===== config.mk =====
export PLATFORM = sky130hd
export DESIGN_NAME = prefetch
export DESIGN_NICKNAME = d
export VERILOG_FILES = /design/src/rtl/prefetch_pkg.sv /design/src/rtl/prefetch_buffer.sv /design/src/rtl/prefetch.sv
export SDC_FILE = /design/constraint.sdc
export NUM_CORES = 1
export LEC_CHECK = 0
export CORE_MARGIN = 2
export CORE_UTILIZATION = 45
export DETAILED_ROUTE_END_ITERATION = 10
export PLACE_DENSITY = 0.72
export SLEW_MARGIN = 5
export SYNTH_ARGS = -nofsm -noshare
export SYNTH_HDL_FRONTEND = slang
export SYNTH_HIERARCHICAL = 1
export SYNTH_SLANG_ARGS = --single-unit

===== constraint.sdc =====
create_clock -name clk -period 5.8 [get_ports clk]
set_clock_uncertainty 0.1 [all_clocks]
set_input_delay 1.16 -clock clk [delete_from_list [all_inputs] [get_ports clk]]
set_output_delay 1.16 -clock clk [all_outputs]
set_load 0.02 [all_outputs]

===== src/rtl/prefetch_pkg.sv =====
// Shared types and constants for the instruction prefetch buffer.
package prefetch_pkg;

  localparam logic [31:0] NOP = 32'h00000013;

  typedef struct packed {
    logic [31:0] pc;
    logic [31:0] npc;
    logic        jump;
    logic        fence;
    logic [31:0] rdata;
    logic        ready;
  } prefetch_in_type;

  typedef struct packed {
    logic [31:0] instr;
    logic [31:0] fpc;
    logic        stall;
  } prefetch_out_type;

  // Any low halfword whose opcode bits are not 2'b11 starts a compressed instruction.
  function automatic logic is_rvc(input logic [15:0] hw);
    return hw[1:0] != 2'b11;
  endfunction

endpackage


===== src/rtl/prefetch_buffer.sv =====
// Circular store of 16-bit halfwords: pushes 1 or 2 halfwords and pops 1 or 2 per cycle.
module prefetch_buffer #(
  parameter  int DEPTH = 8,
  localparam int AW    = $clog2(DEPTH)
) (
  input  logic        clk_i,
  input  logic        rst_ni,
  input  logic        flush_i,
  input  logic        wr_en_i,
  input  logic        wr_two_i,
  input  logic [15:0] wr_lo_i,
  input  logic [15:0] wr_hi_i,
  input  logic        rd_en_i,
  input  logic        rd_two_i,
  output logic [15:0] hw0_o,
  output logic [15:0] hw1_o,
  output logic [AW:0] count_o
);

  logic [15:0]   store_q [DEPTH];
  logic [AW-1:0] rptr_q, rptr_d, wptr_q, wptr_d;
  logic [AW-1:0] rptr_inc, wptr_inc;
  logic [AW:0]   count_q, count_d;
  logic [AW:0]   wr_n, rd_n;

  assign wptr_inc = wptr_q + AW'(1);
  assign rptr_inc = rptr_q + AW'(1);

  always_comb begin
    wr_n = '0;
    rd_n = '0;
    if (wr_en_i) wr_n = wr_two_i ? (AW+1)'(2) : (AW+1)'(1);
    if (rd_en_i) rd_n = rd_two_i ? (AW+1)'(2) : (AW+1)'(1);
    // Pointers are AW bits wide so the additions wrap modulo DEPTH.
    wptr_d  = wptr_q + wr_n[AW-1:0];
    rptr_d  = rptr_q + rd_n[AW-1:0];
    count_d = count_q + wr_n - rd_n;
  end

  always_ff @(posedge clk_i) begin
    if (!rst_ni || flush_i) begin
      rptr_q  <= '0;
      wptr_q  <= '0;
      count_q <= '0;
    end else begin
      rptr_q  <= rptr_d;
      wptr_q  <= wptr_d;
      count_q <= count_d;
    end
  end

  // Contents need no reset: count gates every read.
  always_ff @(posedge clk_i) begin
    if (wr_en_i) begin
      store_q[wptr_q] <= wr_lo_i;
      if (wr_two_i) store_q[wptr_inc] <= wr_hi_i;
    end
  end

  assign hw0_o   = store_q[rptr_q];
  assign hw1_o   = store_q[rptr_inc];
  assign count_o = count_q;

endmodule


===== src/rtl/prefetch.sv =====
// Instruction prefetch: streams imem words into a halfword buffer and presents
// the next 16- or 32-bit instruction at pc, or a stall when it is incomplete.
module prefetch
  import prefetch_pkg::*;
#(
  parameter int          DEPTH      = 8,
  parameter logic [31:0] START_ADDR = 32'h00000000
) (
  input  logic        clk,
  input  logic        rst,
  input  logic [31:0] pc,
  input  logic [31:0] npc,
  input  logic        jump,
  input  logic        fence,
  input  logic [31:0] rdata,
  input  logic        ready,
  output logic [31:0] instr,
  output logic [31:0] fpc,
  output logic        stall
);

  localparam int          AW      = $clog2(DEPTH);
  localparam logic [AW:0] DEPTH_C = (AW+1)'(DEPTH);
  localparam logic [AW:0] ONE_C   = (AW+1)'(1);
  localparam logic [AW:0] TWO_C   = (AW+1)'(2);

  prefetch_in_type  in_s;
  prefetch_out_type out_s;

  logic [31:0] fpc_q, fpc_d;
  logic        skip_q, skip_d;
  logic        flush, accept, consume, size_two;
  logic [15:0] hw0, hw1;
  logic [AW:0] count, free;

  assign in_s = '{pc: pc, npc: npc, jump: jump, fence: fence, rdata: rdata, ready: ready};

  assign flush = in_s.jump | in_s.fence;
  assign free  = DEPTH_C - count;

  // imem handshake: ready marks rdata as the word at the fpc held this cycle;
  // fpc only advances on an accepted word, otherwise imem keeps re-returning it.
  assign accept = in_s.ready && !flush && (free >= TWO_C);

  always_comb begin
    out_s.instr = NOP;
    out_s.stall = 1'b1;
    out_s.fpc   = fpc_q;
    size_two    = 1'b0;
    if (count >= ONE_C && is_rvc(hw0)) begin
      out_s.instr = {16'h0000, hw0};
      out_s.stall = 1'b0;
    end else if (count >= TWO_C && !is_rvc(hw0)) begin
      out_s.instr = {hw1, hw0};
      out_s.stall = 1'b0;
      size_two    = 1'b1;
    end
  end

  // npc==pc means fetch_stage is holding, so nothing leaves the buffer.
  assign consume = !flush && !out_s.stall && (in_s.npc != in_s.pc);

  always_comb begin
    fpc_d  = fpc_q;
    skip_d = skip_q;
    if (flush) begin
      fpc_d  = {in_s.npc[31:2], 2'b00};
      skip_d = in_s.npc[1];
    end else if (accept) begin
      fpc_d  = fpc_q + 32'd4;
      skip_d = 1'b0;
    end
  end

  always_ff @(posedge clk) begin
    if (!rst) begin
      fpc_q  <= START_ADDR;
      skip_q <= START_ADDR[1];
    end else begin
      fpc_q  <= fpc_d;
      skip_q <= skip_d;
    end
  end

  // A misaligned target drops the low halfword of its first word.
  prefetch_buffer #(.DEPTH(DEPTH)) u_buffer (
    .clk_i    (clk),
    .rst_ni   (rst),
    .flush_i  (flush),
    .wr_en_i  (accept),
    .wr_two_i (!skip_q),
    .wr_lo_i  (skip_q ? in_s.rdata[31:16] : in_s.rdata[15:0]),
    .wr_hi_i  (in_s.rdata[31:16]),
    .rd_en_i  (consume),
    .rd_two_i (size_two),
    .hw0_o    (hw0),
    .hw1_o    (hw1),
    .count_o  (count)
  );

  assign instr = out_s.instr;
  assign fpc   = out_s.fpc;
  assign stall = out_s.stall;

endmodule


==> results of run 1 <==
worst register-to-register path, stage by stage, from the launching register on:
cell      delay (ns)
dfxtp_4         0.78
mux4_2          0.42
mux2_2          0.32
nand2_1         0.12
mux2i_2         0.20
buf_4           0.29
inv_1           0.10
a211oi_1        0.30
and2_1          0.25
fa_1            0.48
inv_1           0.08
ha_1            0.23
a21o_1          0.19
a2111o_1        0.40
o21ai_0         0.07
kinds of logic after synthesis:
logic type,Yosys count
multiplexers,243
buffers and inverters,66
adder cells (fa/ha/maj),17
AND/OR/NAND/NOR,178
flip-flops,169
other,1
AO/OA/AOI/OAI,90
XOR/XNOR,53
routing by layer:
metal / up-vias / wire length [um] / track usage [%]
met5: - / 0 / 0
met4: 0 / 574 / 7.31
met3: 45 / 2350 / 4.64
met2: 335 / 15100 / 42.0
met1: 3884 / 12300 / 30.4
li1: 3510 / - / -
final timing paths:
kind                    endpoint  slack [ns]
max                    instr[17]        0.86
min                      fpc[29]        0.45
max reg2reg  u_buffer/count_o[3]        1.41
min reg2reg              fpc[29]        0.45
per-stage QoR:
| step | std cells | setup slack, ns | cell area, um^2 | power (mW) | utilization, % |
|---|---|---|---|---|---|
| detailed placement | 1273 | 1.28 | 12800 | 1.81 | 54.5 |
| global route | 1303 | 0.684 | 13400 | 3.05 | 57.1 |
| CTS | 1303 | 0.806 | 13400 | 2.97 | 57.1 |
| global placement | 1273 | 1.28 | 12800 | 1.80 | 54.5 |
| floorplan | 818 | 1.50 | 10900 | 1.61 | - |
| finish | 1303 | 0.860 | 13400 | 2.96 | 57.1 |
cells in the final DEF (no fill, tap or decap), drive strengths merged, types with 5 or more instances in the layout:
cell type,count
mux4,64
xnor2,44
dfxtp,41
nand2b,5
ha,13
mux2,177
nand2,24
xor2,9
clkdlybuf4s50,163
and4,5
a31oi,6
clkbuf,17
inv,19
a21oi,18
o21ai,32
nor3,11
nor2,18
buf,23
clkinv,6
edfxtp,128
and3,8
nor4,12
nand4,17
o31ai,6
and2,37
nand3,19
a211oi,10
registers in the layout (all words and copies together) (netlist names):
signal            cells
u_buffer/store_q    128
fpc                  30
u_buffer/count_o      4
u_buffer/rptr_q       3
u_buffer/wptr_q       3
skip_q                1
power breakdown:
| group | switching (mW) | total, mW | internal (mW) |
|---|---|---|---|
| clock network | 0.495 | 1.17 | 0.679 |
| logic | 0.197 | 0.421 | 0.224 |
| registers | 0.0295 | 1.36 | 1.33 |
cell type report:
cell class                 instances  area (um^2)  area share, %
tap                              319          399           2.97
multi-input combinational        583         5900           44.0
inverter                          16         60.1          0.447
clock inverter                    13          169           1.26
timing repair buffer             186         1800           13.4
clock buffer                      17          425           3.17
sequential                       169         4670           34.8
==> key figures, run 1 <==
Outcome
  • Status: complete, no violations

Layout
  • N_diodes: 0
  • # nets final: 1,091
  • Layout cells sized above 1: 29.8%
  • Layout area overhead: 23.8%
  • Fill cells: 1,960

Setup path
  • Worst EP arrival: 3.68 ns
  • Crit path required time: 4.54 ns
  • Worst-path cell chain: mux4_2 -> mux2_2 -> nand2_1 -> nor2_1 -> buf_4 -> and2_1 -> clkdlybuf4s50_1
  • Critical Path End Type: output port
  • Worst Reg2Reg Path Length in Cells: 14
  • Worst Setup SP: u_buffer/rptr_q[0]
  • Critical Path Start Type: flop
  • Slowest Stage Delay on Critical Path: 0.78 ns
  • CP max stage cell: dfxtp_4
  • Worst R2R Start: u_buffer/rptr_q[0]
  • Worst Path Max Fanout: 40
  • Instance count on the critical path: 7
  • Cell family with most CP delay: simple AND/OR/NAND/NOR gates
  • Setup CP Type: reg2out
  • Crit path buffers/inverters: 2

Yosys
  • Syn avg cell area: 13.3 um^2
  • Post-synth EDFFs: 128
  • Top-count cell post-synth: mux2_2
  • Yosys cell types: 58
  • Post-synthesis mux area share: 31.8%
  • Synth area leader: edfxtp_1
  • Largest family of logic cells by synthesized area: multiplexers
  • Post-synth top cells: mux2_2 (150), edfxtp_1 (128), mux4_2 (64)
  • Seq/Total Area, Yosys: 43.0%
  • Adder-cell share of the synthesized area: 2.24%
  • Mapped Area: 10,800 um^2
  • Simple-gate area share of the yosys netlist: 10.0%
  • Synth top area cells: edfxtp_1 (35%), mux2_2 (16%), mux4_2 (13%), dfxtp_1 (7.6%), xnor2_1 (3.5%)
  • Post-synth top area share: 35.4%
  • Post-synth top flop: edfxtp_1
  • Asr flop ratio synth: 0%
  • Post-synthesis compound-gate area fraction: 5.33%
  • XOR/XNOR Fraction of Synth Area: 4.52%
  • #FFs+latches synth: 169
  • Mapped Cells: 817
  • Ys Warns: 6

Drt
  • Avg Vias per Cell: 5.97
  • WL per Instance: 23.2 um
  • Detailed router's first-iteration violation count: 699
  • DRT Pass-1 Iters: 5
  • Total wire length: 30.3 mm
  • Vias: 7,774
  • Antenna viol nets, final: 0
  • # DRC: 0

Global routing
  • Vias in the first global route: 8,142
  • Initial antenna violation count: 1
  • Largest net degree at the start of global routing: 62
  • First-pass GRT wire length: 47.1 mm
  • Remaining Overflow, GRT: 0
  • GR Util All Layers: 24.0%

Floorplanning
  • FP Rows: 56
  • CORE AREA: 23,500 um^2
  • Chip width: 159 um
  • Initial Util: 46.1%
  • Die height: 159 um
  • I/O Pins: 166
  • Die area: 25,400 um^2

Hold path
  • Worst hold path class: reg2reg
  • WHS Path Cells: 2
  • Hold_sp: fpc[29]

Power and ir drop
  • Pwr Density: 220 nW/um^2
  • Maximum vdd drop: 0.180 mV
  • Lkg Pwr: 4.32 nW

STA
  • Worst hold slack: 0.454 ns
  • Max Slew Vio Count: 0
  • Final hold vios: 0
  • Max Fclk: 0.202 GHz
  • Max-slew headroom: 19.7%
  • Worst Tran Pin Value: 1.20 ns
  • Final Setup Violations: 0
  • Final period util: 85.2%
  • Setup tns final: 0 ns
  • Tmin final: 4.94 ns
  • Unrepaired setup endpoints after global routing: false

Flow run
  • Max cap viols: 0

Clock tree
  • Sink Count: 169
  • Cts hold-fix bufs: 0
  • CTS tree: built
  • CTS buffer count: 17
  • Worst-skew pair later-pin latency: 0.43 ns
  • Max Buffers Root-to-Sink: 2
  • H-Tree Depth: 4
  • Post-CTS sizing: 0
  • Root Driver: clkbuf_16
  • Post-CTS setup repair buffer count: 0
  • Reg clk slew, reported paths: 0.07 ns

Placement
  • Number of port buffers: 163
  • Placer Congestion: 0.843
  • Dpl hpwl: 19.9 mm
(Power assumes the default switching activity.)
==> run 2, diff against run 1 <==
--- a/config.mk
+++ b/config.mk
@@ -5,11 +5,14 @@
 export SDC_FILE = /design/constraint.sdc
 export NUM_CORES = 1
 export LEC_CHECK = 0
+export CELL_PAD_IN_SITES_DETAIL_PLACEMENT = 2
+export CELL_PAD_IN_SITES_GLOBAL_PLACEMENT = 2
 export CORE_MARGIN = 2
-export CORE_UTILIZATION = 45
+export CORE_UTILIZATION = 38
 export DETAILED_ROUTE_END_ITERATION = 10
-export PLACE_DENSITY = 0.72
-export SLEW_MARGIN = 5
+export MAX_ROUTING_LAYER = met4
+export PLACE_DENSITY = 0.85
+export SLEW_MARGIN = 20
 export SYNTH_ARGS = -nofsm -noshare
 export SYNTH_HDL_FRONTEND = slang
 export SYNTH_HIERARCHICAL = 1
==> run 2 against run 1 <==
  * Sequential cell count unchanged
  * Critical endpoint is now instr[22]
  * Power is 1.5% higher
  * Fmax fell by 0.39%
  * Cell count is 4.9% higher
==> key figures, run 2 (same netlist as run 1, synthesis figures left out) <==
Outcome
  • Status: complete, no violations

Clock tree
  • Post-CTS sizing: 0 (unchanged)
  • CTS tree: built
  • Root Driver: clkbuf_16
  • Max Buffers Root-to-Sink: 2 (unchanged)
  • Reg clk slew, reported paths: 0.08 ns (about the same)
  • CTS buffer count: 17 (unchanged)
  • Worst-skew pair later-pin latency: 0.44 ns (about the same)
  • Sink Count: 169 (unchanged)
  • Post-CTS setup repair buffer count: 0 (unchanged)
  • Cts hold-fix bufs: 0 (unchanged)
  • H-Tree Depth: 4 (unchanged)

Setup path
  • Setup CP Type: reg2out
  • Critical Path Start Type: flop
  • Critical Path End Type: output port
  • Crit path buffers/inverters: 3 (+1)
  • Worst Reg2Reg Path Length in Cells: 14 (unchanged)
  • Slowest Stage Delay on Critical Path: 0.64 ns (-0.14 ns)
  • Worst EP arrival: 3.70 ns (+0.02 ns)
  • CP max stage cell: ha_1
  • Worst-path cell chain: buf_4 -> ha_1 -> buf_12 -> mux4_2 -> mux2_2 -> and2_1 -> clkdlybuf4s50_1
  • Instance count on the critical path: 7 (unchanged)
  • Crit path required time: 4.54 ns (about the same)
  • Worst Path Max Fanout: 22 (-45%)
  • Cell family with most CP delay: buffers and inverters

Drt
  • Detailed router's first-iteration violation count: 528 (-24%)
  • DRT Pass-1 Iters: 5 (unchanged)
  • # DRC: 0 (unchanged)
  • WL per Instance: 28.2 um (+21%)
  • Avg Vias per Cell: 5.89 (-1.2%)
  • Total wire length: 38.6 mm (+27%)
  • Antenna viol nets, final: 0 (unchanged)
  • Vias: 8,054 (+3.6%)

Layout
  • Largest Register: u_buffer/store_q
  • Layout area overhead: 25.1%
  • Max FFs per register: 128 (unchanged)
  • Area of the multi-input gates: 5910 um^2 (+0.15%)
  • # nets final: 1,094 (+0.27%)
  • Commonest non-fill, non-tap cell in the layout: clkdlybuf4s50_1
  • Fill cells: 2,726 (+39%)
  • Sequential Area: 4670 um^2 (unchanged)
  • Commonest cells after routing, fill and taps aside: clkdlybuf4s50_1 (163), mux2_2 (150), edfxtp_1 (128), mux4_2 (64), xnor2_1 (43)
  • Layout cells sized above 1: 30.3% (+0.56 points)
  • N_diodes: 0 (unchanged)

STA
  • Worst hold slack: 0.462 ns (+0.00821 ns)
  • Final period util: 85.5% (+0.33 points)
  • Final worst slack: 0.841 ns (-0.0193 ns)
  • Tmin final: 4.96 ns (+0.0193 ns)
  • Final Setup Violations: 0 (unchanged)
  • Setup tns final: 0 ns (unchanged)
  • Worst Tran Pin Value: 0.859 ns (-0.345 ns)
  • Unrepaired setup endpoints after global routing: false
  • Max-slew headroom: 42.7% (+23 points)
  • Max Slew Vio Count: 0 (unchanged)
  • Max Fclk: 0.202 GHz (-0.39%)
  • Final hold vios: 0 (unchanged)

Power and ir drop
  • Lkg Pwr: 4.36 nW (+0.91%)
  • Maximum vdd drop: 0.128 mV (-29%)
  • Pwr Density: 221 nW/um^2 (+0.51%)

Floorplanning
  • I/O Pins: 166 (unchanged)
  • Die height: 173 um (+8.6%)
  • Chip width: 173 um (+8.6%)
  • Die area: 29,900 um^2 (+18%)
  • Initial Util: 38.8% (-7.2 points)
  • CORE AREA: 27,900 um^2 (+19%)
  • FP Rows: 61 (+8.9%)

Global routing
  • Vias in the first global route: 9,142 (+12%)
  • GR Util All Layers: 26.7% (+2.7 points)
  • Initial antenna violation count: 0 (-1)
  • First-pass GRT wire length: 58.4 mm (+24%)
  • Remaining Overflow, GRT: 0 (unchanged)
  • Largest net degree at the start of global routing: 62 (unchanged)

Flow run
  • Max cap viols: 0 (unchanged)

Placement
  • Worst slack at placement: 1.01 ns (-0.273 ns)
  • Placer Congestion: 0.800 (-5.1%)
  • Dpl hpwl: 26.7 mm (+34%)
  • Number of port buffers: 163 (unchanged)

Hold path
  • WHS Path Cells: 2 (unchanged)
  • Worst hold path class: reg2reg
## run 2: final timing paths
path | slack (ns) | endpoint | start
worst max-delay path | 0.84 | instr[22] | u_buffer/rptr_q[1]
worst min-delay path | 0.46 | fpc[12] | fpc[12]
worst max register to register | 1.29 | u_buffer/count_o[3] | u_buffer/rptr_q[0]
worst min register to register | 0.46 | fpc[12] | fpc[12]
## run 2: layout make-up
class / count / area share [%]
multi-input combinational: 583 / 43.6
sequential: 169 / 34.4
timing repair buffer: 189 / 13.6
tap: 378 / 3.49
clock buffer: 17 / 3.13
clock inverter: 15 / 1.40
inverter: 16 / 0.443
## run 2: where the power goes
part	total (mW)	leakage [nW]	internal (mW)	switching [mW]
sequential	1.36	1.50	1.33	0.0313
combinational	0.444	2.57	0.224	0.220
clock	1.20	0.299	0.591	0.605
## run 2: metrics by stage
step                util [%]  power (mW)  std cells  instance area [um^2]
floorplan                  -        1.61        818                 10900
global placement        46.4        1.81       1335                 13000
detailed placement      46.4        1.83       1335                 13000
CTS                     48.6        3.03       1367                 13600
global route            48.6        3.11       1367                 13600
finish                  48.6        3.00       1367                 13600
## run 2: worst min-delay path, stage by stage, from the launching register on
cell and delay, ns:
dfxtp_1 0.36, o31ai_1 0.08, a31oi_1 0.08
## run 2: routing by layer
layer / share of wire, % / GRT usage [%] / vias to the layer above
met5: 0 / - / -
met4: 2.8 / 8.37 / 0
met3: 4.8 / 5.06 / 65
met2: 53 / 47.5 / 279
met1: 40 / 30.4 / 4198
li1: - / - / 3512
